==> src/rtl/tcdm_read_streamer.sv <==
// Strided TCDM read streamer: issues credit-limited read requests and streams the in-order responses.
// Optional stall counter on stall_cnt_o is enabled by defining TCDM_STREAMER_STALL_CNT_EN.
module tcdm_read_streamer #(
  parameter int unsigned NarrowDataWidth = 64,
  parameter int unsigned TCDMAddrWidth   = 12,
  parameter int unsigned FifoDepth       = 4,
  parameter int unsigned CountWidth      = 16
) (
  input  logic                         clk_i,
  input  logic                         rst_ni,
  input  logic                         start_i,
  input  logic [TCDMAddrWidth-1:0]     base_addr_i,
  input  logic [TCDMAddrWidth-1:0]     stride_i,
  input  logic [CountWidth-1:0]        num_words_i,
  output logic                         busy_o,
  output logic                         done_o,
  output logic [TCDMAddrWidth-1:0]     tcdm_req_addr_o,
  output logic                         tcdm_req_write_o,
  output logic [3:0]                   tcdm_req_amo_o,
  output logic [NarrowDataWidth/8-1:0] tcdm_req_strb_o,
  output logic                         tcdm_req_q_valid_o,
  input  logic                         tcdm_rsp_q_ready_i,
  input  logic                         tcdm_rsp_p_valid_i,
  input  logic [NarrowDataWidth-1:0]   tcdm_rsp_data_i,
  output logic [NarrowDataWidth-1:0]   data_o,
  output logic                         data_valid_o,
  input  logic                         data_ready_i
`ifdef TCDM_STREAMER_STALL_CNT_EN
  ,
  output logic [31:0]                  stall_cnt_o
`endif
);

  localparam int unsigned PtrW = (FifoDepth > 1) ? $clog2(FifoDepth) : 1;
  localparam int unsigned OccW = $clog2(FifoDepth + 1);
  localparam logic [OccW:0] DepthVal = (OccW + 1)'(FifoDepth);

  typedef enum logic [1:0] {IDLE, RUN, DRAIN} state_e;

  state_e                       state_q, state_d;
  logic [TCDMAddrWidth-1:0]     addr_q, stride_q;
  logic [CountWidth-1:0]        count_q, issued_q;
  logic [OccW-1:0]              outst_q, outst_d, occ_q, occ_d;
  logic [PtrW-1:0]              wr_ptr_q, rd_ptr_q;
  logic [NarrowDataWidth-1:0]   fifo_q [FifoDepth];
  logic                         done_q;

  logic start_ok, has_credit, req_valid, req_fire, last_fire;
  logic push, pop, drain_done;

  function automatic logic [PtrW-1:0] ptr_inc(input logic [PtrW-1:0] p);
    return (p == PtrW'(FifoDepth - 1)) ? '0 : p + PtrW'(1);
  endfunction

  // In-flight requests plus buffered words may never exceed the FIFO size.
  assign has_credit = ({1'b0, outst_q} + {1'b0, occ_q}) < DepthVal;
  assign start_ok   = (state_q == IDLE) && start_i;
  assign req_valid  = (state_q == RUN) && (issued_q < count_q) && has_credit;
  assign req_fire   = req_valid && tcdm_rsp_q_ready_i;
  assign last_fire  = req_fire && ((issued_q + CountWidth'(1)) == count_q);
  assign push       = tcdm_rsp_p_valid_i && (outst_q != '0);
  assign pop        = (occ_q != '0) && data_ready_i;

  always_comb begin
    outst_d = outst_q;
    occ_d   = occ_q;
    if (req_fire && !push)      outst_d = outst_q + OccW'(1);
    else if (!req_fire && push) outst_d = outst_q - OccW'(1);
    if (push && !pop)           occ_d = occ_q + OccW'(1);
    else if (!push && pop)      occ_d = occ_q - OccW'(1);
  end

  assign drain_done = (state_q == DRAIN) && (outst_d == '0) && (occ_d == '0);

  always_comb begin
    state_d = state_q;
    case (state_q)
      IDLE:    if (start_i && (num_words_i != '0)) state_d = RUN;
      RUN:     if (last_fire) state_d = DRAIN;
      DRAIN:   if (drain_done) state_d = IDLE;
      default: state_d = IDLE;
    endcase
  end

  always_ff @(posedge clk_i or negedge rst_ni) begin
    if (!rst_ni) begin
      state_q  <= IDLE;
      addr_q   <= '0;
      stride_q <= '0;
      count_q  <= '0;
      issued_q <= '0;
      outst_q  <= '0;
      occ_q    <= '0;
      done_q   <= 1'b0;
    end else begin
      state_q <= state_d;
      occ_q   <= occ_d;
      done_q  <= (start_ok && (num_words_i == '0)) || drain_done;
      if (start_ok) begin
        addr_q   <= base_addr_i;
        stride_q <= stride_i;
        count_q  <= num_words_i;
        issued_q <= '0;
        outst_q  <= '0;
      end else begin
        outst_q <= outst_d;
        // Address wraps silently modulo the address width.
        if (req_fire) begin
          addr_q   <= addr_q + stride_q;
          issued_q <= issued_q + CountWidth'(1);
        end
      end
    end
  end

  always_ff @(posedge clk_i or negedge rst_ni) begin
    if (!rst_ni) begin
      wr_ptr_q <= '0;
      rd_ptr_q <= '0;
      for (int i = 0; i < int'(FifoDepth); i++) fifo_q[i] <= '0;
    end else begin
      if (push) begin
        fifo_q[wr_ptr_q] <= tcdm_rsp_data_i;
        wr_ptr_q         <= ptr_inc(wr_ptr_q);
      end
      if (pop) rd_ptr_q <= ptr_inc(rd_ptr_q);
    end
  end

`ifdef TCDM_STREAMER_STALL_CNT_EN
  logic [31:0] stall_q;

  always_ff @(posedge clk_i or negedge rst_ni) begin
    if (!rst_ni)                                                 stall_q <= '0;
    else if (start_ok)                                           stall_q <= '0;
    else if (req_valid && !tcdm_rsp_q_ready_i && (stall_q != '1)) stall_q <= stall_q + 32'd1;
  end

  assign stall_cnt_o = stall_q;
`endif

  assign busy_o             = (state_q != IDLE);
  assign done_o             = done_q;
  assign tcdm_req_addr_o    = addr_q;
  assign tcdm_req_write_o   = 1'b0;
  assign tcdm_req_amo_o     = 4'h0;
  assign tcdm_req_strb_o    = '1;
  assign tcdm_req_q_valid_o = req_valid;
  assign data_valid_o       = (occ_q != '0);
  assign data_o             = data_valid_o ? fifo_q[rd_ptr_q] : '0;

endmodule

==> config.mk <==
export PLATFORM = sky130hd
export DESIGN_NAME = tcdm_read_streamer
export DESIGN_NICKNAME = d
export VERILOG_FILES = /design/src/rtl/tcdm_read_streamer.sv
export SDC_FILE = /design/constraint.sdc
export NUM_CORES = 1
export LEC_CHECK = 0
export ABC_AREA = 0
export BUFFER_PORTS_ARGS = -buffer_cell sky130_fd_sc_hd__buf_2
export CAP_MARGIN = 30
export CORE_AREA = 2 2 165 288
export CTS_CLUSTER_SIZE = 25
export DETAILED_ROUTE_END_ITERATION = 8
export DIE_AREA = 0 0 167 290
export GPL_TIMING_DRIVEN = 0
export PLACE_DENSITY = 0.54
export SLEW_MARGIN = 10
export SYNTH_ARGS = -nofsm -noshare
export SYNTH_HDL_FRONTEND = slang
export SYNTH_SLANG_ARGS = --single-unit
==> constraint.sdc <==
create_clock -name clk_i -period 7.4 [get_ports clk_i]
set_clock_uncertainty 0.05 [all_clocks]
set_input_delay 0.74 -clock clk_i [delete_from_list [all_inputs] [get_ports clk_i]]
set_output_delay 0.74 -clock clk_i [all_outputs]
set_load 0.01 [all_outputs]
Word level (Yosys, flattened, before mapping)
Index checks and enable logic that the tools add are counted.
- output and inout bits: 93
- bits in registers: 325
- reductions and logical operators: 30
- equality and inequality tests: 8
- add/sub/neg operators: 9
- bitwise gates (word level): 2
- $lt $le $gt $ge: 5
- mux-type cells: 22
- operators with widths (cell ; count):
    $bwmux 256 ; 1
    $mux 64 ; 4
    $bmux 64 s2 ; 1
    $demux 64 s2 ; 1
    $mux 16 ; 2
    $mux 12 ; 2
    $add 16x1->16 const B ; 1
    $eq 16x16->1 ; 1
    $logic_and 1x1->1 ; 16
    $logic_not 16->1 ; 1
    $lt 16x16->1 ; 1
    $reduce_bool 16->1 ; 1
    $mux 3 ; 5
    $add 12x12->12 ; 1
    $mux 2 ; 5
    $add 3x1->3 const B ; 2
    $eq 2x2->1 const B ; 3
    $ge 3x3->1 const B ; 2
    $logic_not 3->1 ; 2
    $not 2->3 ; 2
    $pmux 2 s3 ; 1
    $reduce_bool 3->1 ; 2
    $sub 3x1->3 const B ; 2
    $add 2x1->2 const B ; 2
    other kinds (11) ; 15

Depth between registers and ports, before layout
Gate-level depths: netlist of run 1.
- word-level depth: 13
- depth in mapped cells: 11

Worst setup path before layout of run 1
OpenSTA, ideal clock, no wires.
- path kind: reg2out
- from: register rd_ptr_q[0]
- to: output port data_o[25]
- cell stages (with the launch flop): 5
- data arrival time: 1.841 ns
- setup slack: 4.769 ns
- required time: 6.610 ns
- cell sequence: dfrtp_1 buf_2 buf_1 mux4_2 and2_1
- longest elaborated chain between the ends: 5
- RTL lines (item ; line ; source):
    start: declaration ; 44 ; logic [PtrW-1:0] wr_ptr_q, rd_ptr_q;
    start signal: assignment ; 126 ; if (pop) rd_ptr_q <= ptr_inc(rd_ptr_q);
    $not 2->3 (not written as such) ; 150 ; assign data_o = data_valid_o ? fifo_q[rd_ptr_q] : '0;
    $bmux 64 s2 ; 150 ;
    $mux 64 (not written as such) (2 in a row) ; 150 ;
    $mux 64 ; 150 ;
    end: declaration ; 25 ; output logic [NarrowDataWidth-1:0] data_o,
Every way passes these cells. The select of a mux whose other input is x is not followed.

Final worst setup path of run 1
- from: register rd_ptr_q[0]
- to: output port data_o[32]
Same word-level chain as after synthesis.

==> results of run 1 <==
-- logic make-up (layout without fill, tap and decap cells) --
| group | count (synthesis) | after routing |
|---|---|---|
| AO/OA/AOI/OAI | 123 | 123 |
| XOR/XNOR | 36 | 36 |
| adder cells (fa/ha/maj) | 44 | 44 |
| buffers and inverters | 111 | 366 |
| flip-flops | 325 | 325 |
| multiplexers | 322 | 322 |
| other | 2 | 15 |
| AND/OR/NAND/NOR | 250 | 250 |
-- flip-flops by register name, indices dropped and copies added (netlist names) --
| name | flops |
|---|---|
| issued_q | 16 |
| state_q | 2 |
| wr_ptr_q | 2 |
| stride_q | 12 |
| count_q | 16 |
| fifo_q | 256 |
| rd_ptr_q | 2 |
| tcdm_req_addr_o | 12 |
| occ_q | 3 |
| outst_q | 3 |
| done_o | 1 |
-- power groups by stage --
| stage | Combinational [mW] | Clock (mW) | Sequential, mW |
|---|---|---|---|
| global placement | 4.17 | 0 | 3.10 |
| finish | 4.17 | 1.84 | 3.11 |
| detailed placement | 4.26 | 0 | 3.14 |
| CTS | 4.28 | 1.90 | 3.11 |
| floorplan | 2.98 | 0 | 2.99 |
| global route | 4.59 | 1.97 | 3.21 |
-- worst min-delay path by stage --
stage,start,end,slack [ps]
after floorplan,rst_ni,count_q[0],390
after global placement,stride_q[0],stride_q[0],420
after detailed placement,stride_q[4],stride_q[4],420
after CTS,stride_i[11],stride_q[11],320
after global routing,stride_i[5],stride_q[5],340
final,stride_i[11],stride_q[11],350
-- Yosys cell counts, types with 4 or more instances --
| library cell | number | area share |
|---|---|---|
| sky130_fd_sc_hd__nor4_1 | 7 | 0.0028 |
| sky130_fd_sc_hd__nand2b_1 | 4 | 0.0016 |
| sky130_fd_sc_hd__dfrtp_1 | 325 | 0.51 |
| sky130_fd_sc_hd__a211oi_1 | 4 | 0.0019 |
| sky130_fd_sc_hd__nor3_1 | 6 | 0.0019 |
| sky130_fd_sc_hd__mux4_2 | 64 | 0.091 |
| sky130_fd_sc_hd__buf_2 | 6 | 0.0019 |
| sky130_fd_sc_hd__nor2_1 | 30 | 0.0071 |
| sky130_fd_sc_hd__buf_4 | 15 | 0.0071 |
| sky130_fd_sc_hd__a22oi_1 | 5 | 0.0024 |
| sky130_fd_sc_hd__clkbuf_1 | 51 | 0.012 |
| sky130_fd_sc_hd__a21o_1 | 4 | 0.0019 |
| sky130_fd_sc_hd__xnor2_1 | 24 | 0.013 |
| sky130_fd_sc_hd__nand4_1 | 10 | 0.0039 |
| sky130_fd_sc_hd__buf_1 | 6 | 0.0014 |
| sky130_fd_sc_hd__o21ai_0 | 56 | 0.018 |
| sky130_fd_sc_hd__ha_1 | 41 | 0.032 |
| sky130_fd_sc_hd__and3_1 | 6 | 0.0024 |
| sky130_fd_sc_hd__o22ai_1 | 6 | 0.0024 |
| sky130_fd_sc_hd__o31ai_1 | 9 | 0.0042 |
| sky130_fd_sc_hd__nand3_1 | 13 | 0.0041 |
| sky130_fd_sc_hd__inv_1 | 33 | 0.0078 |
| sky130_fd_sc_hd__nand2_1 | 79 | 0.019 |
| sky130_fd_sc_hd__mux2_2 | 257 | 0.18 |
| sky130_fd_sc_hd__a21oi_1 | 19 | 0.0060 |
| sky130_fd_sc_hd__and2_1 | 67 | 0.026 |
| sky130_fd_sc_hd__nor2b_1 | 10 | 0.0039 |
| sky130_fd_sc_hd__xor2_1 | 12 | 0.0066 |
-- metal layers --
metal	track usage	up-vias
met5	0	-
met4	0.0639	8
met3	0.0360	85
met2	0.329	216
met1	0.186	5334
li1	-	4829
-- layout make-up --
cell class	count	area, um2
multi-input combinational	788	7330
clock buffer	49	998
sequential	325	8130
inverter	33	124
fill	4409	27000
buffer	78	357
antenna	2	5.00
timing repair buffer	195	1080
clock inverter	11	185
tap	583	729
-- worst max-delay path, cell delays in order, from the launching register on --
cell and delay (ps):
sky130_fd_sc_hd__dfrtp_1 390, sky130_fd_sc_hd__buf_2 330, sky130_fd_sc_hd__buf_1 710, sky130_fd_sc_hd__mux4_2 610, sky130_fd_sc_hd__and2_1 190, sky130_fd_sc_hd__buf_2 140
-- per-stage QoR --
| stage | total power, mW | instances | hold slack [ps] | TNS [ps] |
|---|---|---|---|---|
| final | 9.11 | 2064 | 352 | 0 |
| after floorplan | 5.97 | 1224 | 394 | 0 |
| after global routing | 9.77 | 2063 | 339 | 0 |
| after detailed placement | 7.40 | 2001 | 425 | 0 |
| after global placement | 7.27 | 1996 | 423 | -279070 |
| after CTS | 9.29 | 2062 | 322 | 0 |
==> impl_metrics.xml, run 1 <==
<?xml version="1.0" encoding="UTF-8"?>
<metrics>
  <group name="flow_run">
    <metric name="drv.max_cap_violation_count" unit="">0</metric>
  </group>
  <group name="worst_setup_path">
    <metric name="critical_path.reg2reg.startpoint" unit="">issued_q[1]</metric>
    <metric name="data_required_critical_path" unit="ps">6610</metric>
    <metric name="critical_path_arrival" unit="ps">2910</metric>
    <metric name="worstSetupEndpoint" unit="">data_o[32]</metric>
    <metric name="timing.critical_path.to_type" unit="">primary output</metric>
    <metric name="worst_r2r_endpoint" unit="">issued_q[9]</metric>
    <metric name="cp-start-kind" unit="">register</metric>
    <metric name="worst-setup-path-type" unit="">register to primary output</metric>
    <metric name="timing.reg2reg.setup_slack" unit="ps">4040</metric>
    <metric name="r2r.worst_path.cells" unit="">10</metric>
    <metric name="max_fo_critical_path" unit="">10</metric>
    <metric name="critical_path.startpoint" unit="">rd_ptr_q[0]</metric>
  </group>
  <group name="power">
    <metric name="power.density" unit="nW/um2">481</metric>
    <metric name="power.combinational.fraction" unit="">0.458</metric>
    <metric name="power.leakage" unit="nW">8.42</metric>
    <metric name="netSwitchingPower" unit="mW">3.20</metric>
    <metric name="power.ir.vdd_worst" unit="V">0.000284</metric>
    <metric name="power.internal" unit="mW">5.91</metric>
    <metric name="power.clock.fraction" unit="">0.202</metric>
    <metric name="switching_share" unit="">0.351</metric>
    <metric name="power.share.sequential" unit="">0.341</metric>
  </group>
  <group name="synthesis">
    <metric name="synthXorXnorAreaFrac" unit="">0.0198</metric>
    <metric name="syn_area_per_cell" unit="um2">13.1</metric>
    <metric name="syn_area" unit="um2">15900</metric>
    <metric name="synth-edff-count" unit="">0</metric>
    <metric name="synth_top_family_by_area" unit="">multiplexers</metric>
    <metric name="synth-async-reset-ratio" unit="">1.00</metric>
    <metric name="synthesized_instance_count" unit="">1213</metric>
    <metric name="post_synth_mux_area_share" unit="">0.273</metric>
    <metric name="ys_seq_area_frac" unit="">0.511</metric>
    <metric name="post_synthesis_sequential_element_count" unit="">325</metric>
    <metric name="synth.yosys.warnings" unit="">0</metric>
    <metric name="post_synth_num_cell_types" unit="">57</metric>
    <metric name="synth_compound_gate_area_share" unit="">0.0474</metric>
    <metric name="synth-simple-area-share" unit="">0.0829</metric>
    <metric name="postSynth.topFlopCell" unit="">sky130_fd_sc_hd__dfrtp_1</metric>
    <metric name="synth-adder-area-share" unit="">0.0348</metric>
  </group>
  <group name="finish">
    <metric name="num-nets-final" unit="">1607</metric>
    <metric name="mostFrequentLayoutCells" unit="">sky130_fd_sc_hd__dfrtp_1 (325), sky130_fd_sc_hd__mux2_2 (257), sky130_fd_sc_hd__buf_2 (194)</metric>
    <metric name="final_common_cell" unit="">sky130_fd_sc_hd__dfrtp_1</metric>
    <metric name="final_core_utilization" unit="">0.412</metric>
    <metric name="areaGrowthSynthToFinish" unit="%">19.1</metric>
    <metric name="final_layout_size_suffix_gt1_frac" unit="">0.404</metric>
    <metric name="fin_area" unit="um2">18900</metric>
  </group>
  <group name="sta">
    <metric name="post-route-period-util" unit="">0.500</metric>
    <metric name="fin_crit" unit="ps">3700</metric>
    <metric name="worst_pin_slew" unit="ps">890</metric>
    <metric name="slew_headroom" unit="">0.407</metric>
    <metric name="setup_slack" unit="ps">3700</metric>
    <metric name="setup_repair_after_global_routing_missed_its_margin" unit="">false</metric>
    <metric name="max_clock_freq" unit="MHz">270</metric>
    <metric name="slew_violations" unit="">0</metric>
    <metric name="hold_viol_final" unit="">0</metric>
    <metric name="finalSetupViolCount" unit="">0</metric>
  </group>
  <group name="cts">
    <metric name="cts-root-buf" unit="">sky130_fd_sc_hd__clkbuf_16</metric>
    <metric name="ctsResizeCount" unit="">0</metric>
    <metric name="cts.sink_count" unit="">325</metric>
    <metric name="holdBufCountCts" unit="">1</metric>
    <metric name="worstSkewPairLatency" unit="ps">520</metric>
    <metric name="h-tree-depth" unit="">2</metric>
    <metric name="tritoncts_clock_tree" unit="">built</metric>
    <metric name="clk_transition_reported_paths" unit="ps">60</metric>
    <metric name="tritoncts.num_buffers" unit="">34</metric>
    <metric name="setup_repair_bufs_after_cts" unit="">0</metric>
    <metric name="cts_buffer_depth" unit="">3</metric>
  </group>
  <group name="routing">
    <metric name="drt-total-wl" unit="mm">41.7</metric>
    <metric name="met2_length" unit="mm">22.8</metric>
    <metric name="vias_per_cell" unit="">5.07</metric>
    <metric name="drt_first_pass_iters" unit="">4</metric>
    <metric name="detail_route.iter0.violations" unit="">533</metric>
    <metric name="detail_route.drc_violations" unit="">0</metric>
    <metric name="route.antenna.remaining_nets" unit="">0</metric>
    <metric name="detailroute.via_count" unit="">10500</metric>
    <metric name="routed.top_layer" unit="">met5</metric>
    <metric name="drt-wirelength-per-cell" unit="um">20.2</metric>
    <metric name="wl_met3" unit="mm">1.94</metric>
    <metric name="wire_length_on_met1" unit="mm">15.4</metric>
  </group>
  <group name="global_route">
    <metric name="grt_antenna_before_repair" unit="">6</metric>
    <metric name="via_count_of_the_first_global_routing_pass" unit="">11700</metric>
    <metric name="grt-ovfl-total" unit="">0</metric>
    <metric name="grt_pass1_wl" unit="mm">65.8</metric>
    <metric name="grt_start_max_net_pins" unit="">111</metric>
    <metric name="globalRouteTotalUtil" unit="">0.173</metric>
  </group>
  <group name="floorplanning">
    <metric name="die_area" unit="um2">48400</metric>
    <metric name="pin_count" unit="">203</metric>
    <metric name="die_span_x" unit="um">167</metric>
    <metric name="floorplan.core_area" unit="um2">45900</metric>
    <metric name="initial_core_util" unit="">0.346</metric>
    <metric name="die_extent_in_y" unit="um">290</metric>
    <metric name="rows" unit="">104</metric>
  </group>
  <group name="place">
    <metric name="placement.io_buffers" unit="">189</metric>
    <metric name="hpwl" unit="mm">30.3</metric>
    <metric name="detailed_place.area" unit="um2">17700</metric>
    <metric name="place_worst_setup_slack" unit="ps">4050</metric>
    <metric name="globalplace.congestion" unit="">0.805</metric>
  </group>
  <group name="min_path">
    <metric name="hold_class" unit="">input pin to register</metric>
    <metric name="worst_hold_path.num_cells" unit="">3</metric>
  </group>
  <group name="status">
    <metric name="status" unit="">finished clean</metric>
  </group>
</metrics>
Note: power is estimated with default switching activity, not from simulation.
==> run 2, diff against run 1 <==
--- a/config.mk
+++ b/config.mk
@@ -5,15 +5,15 @@
 export SDC_FILE = /design/constraint.sdc
 export NUM_CORES = 1
 export LEC_CHECK = 0
-export ABC_AREA = 0
+export ABC_AREA = 1
 export BUFFER_PORTS_ARGS = -buffer_cell sky130_fd_sc_hd__buf_2
 export CAP_MARGIN = 30
-export CORE_AREA = 2 2 165 288
+export CORE_AREA = 2 2 164 286
 export CTS_CLUSTER_SIZE = 25
 export DETAILED_ROUTE_END_ITERATION = 8
-export DIE_AREA = 0 0 167 290
+export DIE_AREA = 0 0 166 288
 export GPL_TIMING_DRIVEN = 0
-export PLACE_DENSITY = 0.54
+export PLACE_DENSITY = 0.56
 export SLEW_MARGIN = 10
 export SYNTH_ARGS = -nofsm -noshare
 export SYNTH_HDL_FRONTEND = slang
==> constraint.sdc (replaced) <==
create_clock -name clk_i -period 3.2 [get_ports clk_i]
set_clock_uncertainty 0.05 [all_clocks]
set_input_delay 0.32 -clock clk_i [delete_from_list [all_inputs] [get_ports clk_i]]
set_output_delay 0.32 -clock clk_i [all_outputs]
set_load 0.01 [all_outputs]
==> impl_metrics.xml, run 2 <==
<?xml version="1.0" encoding="UTF-8"?>
<metrics>
  <group name="routing">
    <metric name="detailroute.via_count" unit="">14300</metric>
    <metric name="route.antenna.remaining_nets" unit="">0</metric>
    <metric name="drt-total-wl" unit="mm">50.6</metric>
    <metric name="vias_per_cell" unit="">5.00</metric>
    <metric name="detail_route.iter0.violations" unit="">920</metric>
    <metric name="drt_first_pass_iters" unit="">5</metric>
    <metric name="drt-wirelength-per-cell" unit="um">17.7</metric>
    <metric name="detail_route.drc_violations" unit="">0</metric>
  </group>
  <group name="sta">
    <metric name="slew_headroom" unit="">0.487</metric>
    <metric name="timing.hold.ws" unit="ps">18.5</metric>
    <metric name="setup_slack" unit="ps">106</metric>
    <metric name="setup_repair_after_global_routing_missed_its_margin" unit="">false</metric>
    <metric name="post-route-period-util" unit="">0.967</metric>
    <metric name="tns" unit="ps">0</metric>
    <metric name="slew_violations" unit="">0</metric>
    <metric name="finalSetupViolCount" unit="">0</metric>
    <metric name="worst_pin_slew" unit="ps">769</metric>
    <metric name="max_clock_freq" unit="MHz">323</metric>
    <metric name="hold_viol_final" unit="">0</metric>
    <metric name="fin_crit" unit="ps">3090</metric>
  </group>
  <group name="synthesis">
    <metric name="synthesized_instance_count" unit="">1982</metric>
    <metric name="ys_seq_area_frac" unit="">0.515</metric>
    <metric name="syn_area" unit="um2">15800</metric>
    <metric name="synth.largest_area_cell" unit="">sky130_fd_sc_hd__dfrtp_1</metric>
    <metric name="post_synth_num_cell_types" unit="">42</metric>
    <metric name="synthTopCellsByCount" unit="">sky130_fd_sc_hd__nand2_1 (428), sky130_fd_sc_hd__o21ai_0 (417), sky130_fd_sc_hd__dfrtp_1 (325)</metric>
    <metric name="synth-async-reset-ratio" unit="">1.00</metric>
    <metric name="postSynth.topFlopCell" unit="">sky130_fd_sc_hd__dfrtp_1</metric>
    <metric name="post_synthesis_sequential_element_count" unit="">325</metric>
    <metric name="syn_area_per_cell" unit="um2">7.96</metric>
    <metric name="synth.yosys.warnings" unit="">0</metric>
    <metric name="synth_top_cells_by_area" unit="">sky130_fd_sc_hd__dfrtp_1 (52%), sky130_fd_sc_hd__o21ai_0 (13%), sky130_fd_sc_hd__nand2_1 (10%)</metric>
    <metric name="synth_top_area_share" unit="">0.515</metric>
    <metric name="synth-edff-count" unit="">0</metric>
    <metric name="yosys.cell_count.top_type" unit="">sky130_fd_sc_hd__nand2_1</metric>
  </group>
  <group name="min_path">
    <metric name="hold_crit_start" unit="">base_addr_i[6]</metric>
    <metric name="hold_class" unit="">input pin to register</metric>
    <metric name="hold_end" unit="">tcdm_req_addr_o[6]</metric>
    <metric name="worst_hold_path.num_cells" unit="">3</metric>
  </group>
  <group name="global_route">
    <metric name="via_count_of_the_first_global_routing_pass" unit="">14600</metric>
    <metric name="grtUsageMet2" unit="">0.405</metric>
    <metric name="grt.met1_usage" unit="">0.220</metric>
    <metric name="globalRouteTotalUtil" unit="">0.209</metric>
    <metric name="grt_pass1_wl" unit="mm">79.0</metric>
    <metric name="grt_antenna_before_repair" unit="">5</metric>
    <metric name="gr-usage-met3" unit="">0.0348</metric>
    <metric name="most_heavily_used_metal_layer_in_global_routing" unit="">met2</metric>
    <metric name="grt_start_max_net_pins" unit="">108</metric>
    <metric name="grt-ovfl-total" unit="">0</metric>
  </group>
  <group name="place">
    <metric name="globalplace.congestion" unit="">0.838</metric>
    <metric name="place_worst_setup_slack" unit="ps">508</metric>
    <metric name="dp_cells" unit="">2768</metric>
    <metric name="placement.io_buffers" unit="">189</metric>
    <metric name="hpwl" unit="mm">37.0</metric>
    <metric name="detailed_place.area" unit="um2">17600</metric>
  </group>
  <group name="status">
    <metric name="status" unit="">finished clean</metric>
  </group>
  <group name="worst_setup_path">
    <metric name="max_fo_critical_path" unit="">10</metric>
    <metric name="critical_path.reg2reg.startpoint" unit="">outst_q[0]</metric>
    <metric name="timing.critical_path.max_delay_family" unit="">buffers and inverters</metric>
    <metric name="critical_path_arrival" unit="ps">2720</metric>
    <metric name="timing.reg2reg.setup_slack" unit="ps">610</metric>
    <metric name="worst_r2r_endpoint" unit="">fifo_q[20]</metric>
    <metric name="timing.critical_path.slowest_stage_cell" unit="">sky130_fd_sc_hd__clkbuf_1</metric>
    <metric name="timing.critical_path.to_type" unit="">primary output</metric>
    <metric name="slowest_delay" unit="ps">490</metric>
    <metric name="path_cells" unit="">clkbuf_2 &gt; clkbuf_1 &gt; nor2_1 &gt; nor2_1 &gt; o21ai_0 &gt; a21oi_1 &gt; buf_2</metric>
    <metric name="critical-path-top-cell-by-count" unit="">sky130_fd_sc_hd__nor2_1</metric>
    <metric name="r2r.worst_path.cells" unit="">9</metric>
    <metric name="cp_num_buf_inv" unit="">3</metric>
    <metric name="worst-setup-path-type" unit="">register to primary output</metric>
    <metric name="cp-start-kind" unit="">register</metric>
    <metric name="data_required_critical_path" unit="ps">2830</metric>
  </group>
  <group name="cts">
    <metric name="worstSkewPairLatency" unit="ps">530</metric>
    <metric name="tritoncts_clock_tree" unit="">built</metric>
    <metric name="tritoncts.num_buffers" unit="">35</metric>
    <metric name="cts-root-buf" unit="">sky130_fd_sc_hd__clkbuf_16</metric>
    <metric name="clk_transition_reported_paths" unit="ps">60</metric>
    <metric name="cts_buffer_depth" unit="">3</metric>
    <metric name="h-tree-depth" unit="">2</metric>
    <metric name="cts.sink_count" unit="">325</metric>
  </group>
  <group name="power">
    <metric name="power.ir.vdd_worst" unit="V">0.000720</metric>
    <metric name="power.leakage" unit="nW">9.28</metric>
    <metric name="fin_total_pwr" unit="mW">20.5</metric>
    <metric name="power.density" unit="nW/um2">1080</metric>
  </group>
  <group name="floorplanning">
    <metric name="die_extent_in_y" unit="um">288</metric>
    <metric name="initial_core_util" unit="">0.345</metric>
    <metric name="die_span_x" unit="um">166</metric>
    <metric name="rows" unit="">104</metric>
    <metric name="floorplan.core_area" unit="um2">45700</metric>
    <metric name="pin_count" unit="">203</metric>
    <metric name="die_area" unit="um2">47800</metric>
  </group>
  <group name="finish">
    <metric name="final_core_utilization" unit="">0.417</metric>
    <metric name="final_common_cell" unit="">sky130_fd_sc_hd__nand2_1</metric>
    <metric name="registers.top_by_ff_count" unit="">fifo_q</metric>
    <metric name="final_layout_size_suffix_gt1_frac" unit="">0.122</metric>
    <metric name="reg_top3" unit="">fifo_q (256), count_q (16), issued_q (16)</metric>
    <metric name="mostFrequentLayoutCells" unit="">sky130_fd_sc_hd__nand2_1 (428), sky130_fd_sc_hd__o21ai_0 (417), sky130_fd_sc_hd__dfrtp_1 (325)</metric>
    <metric name="largest_reg_flops" unit="">256</metric>
    <metric name="fin_area" unit="um2">19000</metric>
    <metric name="areaGrowthSynthToFinish" unit="%">20.7</metric>
    <metric name="num-nets-final" unit="">2407</metric>
    <metric name="layoutNonFillerInstCount" unit="">2860</metric>
  </group>
  <group name="flow_run">
    <metric name="drv.max_cap_violation_count" unit="">0</metric>
  </group>
</metrics>
-- run 2: changes by cell type in the layout (fill, tap and decap cells not counted), moves of 32 or more --
cell,before,now
sky130_fd_sc_hd__nor2_1,30,304
sky130_fd_sc_hd__nand2_1,79,428
sky130_fd_sc_hd__inv_1,33,136
sky130_fd_sc_hd__mux2_2,257,0
sky130_fd_sc_hd__dlygate4sd3_1,1,33
sky130_fd_sc_hd__a21oi_1,19,80
sky130_fd_sc_hd__clkbuf_1,58,103
sky130_fd_sc_hd__and2_1,67,0
sky130_fd_sc_hd__mux4_2,64,0
sky130_fd_sc_hd__o21ai_0,56,417
-- run 2: where the power goes --
group	switching, mW	total, mW	leakage, nW	internal, mW
Combinational	6.13	9.43	4.66	3.30
Sequential	1.07	7.04	4.07	5.97
Clock	1.76	4.05	0.543	2.29
-- run 2: routing by layer --
metal  wire, um  vias up  share of wire
li1           -     6929              -
met1      18700     6830           0.37
met2      27400      401           0.54
met3       2380      121          0.047
met4       2020        8          0.040
met5         55        -         0.0011
-- run 2: worst reg2reg max path, delay by kind of cell, from the launching register on --
kind	cells	cell delay (ps)
buf+inv	4	1440
flops	1	410
fa+ha+maj	1	210
simple gates	2	210
compound gates	2	200
-- run 2: repair_timing --
action	4_1_cts	5_1_grt
setup endpoints to repair	9	8
gates cloned	0	0
resized for setup	1	2
buffers inserted	0	0
endpoints found under the hold margin	64	0
hold buffers	33	0
-- run 2: cell families (layout without fill, tap and decap cells) --
logic type,count (synthesis),count (layout),share of synthesized area
xor gates and xnor gates,24,24,0.0133
adders and majority gates,42,42,0.0338
and+or+nand+nor,791,791,0.197
buffers and inverters,267,550,0.0676
other,2,14,0.000476
DFF,325,325,0.515
AOI/OAI and AO/OA,531,531,0.173
-- run 2: worst max-delay path by stage --
stage / from / end / slack (ps) / depth (start not counted)
finish: rd_ptr_q[0] / data_o[54] / 110 / 7
global route: rd_ptr_q[1] / data_o[58] / 50 / 7
global placement: rst_ni / tcdm_req_addr_o[5] / -4640 / 1
detailed placement: rd_ptr_q[0] / data_o[54] / 510 / 7
floorplan: outst_q[2] / state_q[1] / 1240 / 12
CTS: rd_ptr_q[0] / data_o[54] / 20 / 6
-- run 2: area by class of cell --
cell class / count / area (um2)
antenna: 1 / 2.50
buffer: 128 / 548
clock buffer: 49 / 1000
clock inverter: 9 / 125
fill: 4666 / 26600
inverter: 139 / 522
multi-input combinational: 1401 / 6620
sequential: 325 / 8130
tap: 583 / 729
timing repair buffer: 225 / 1370
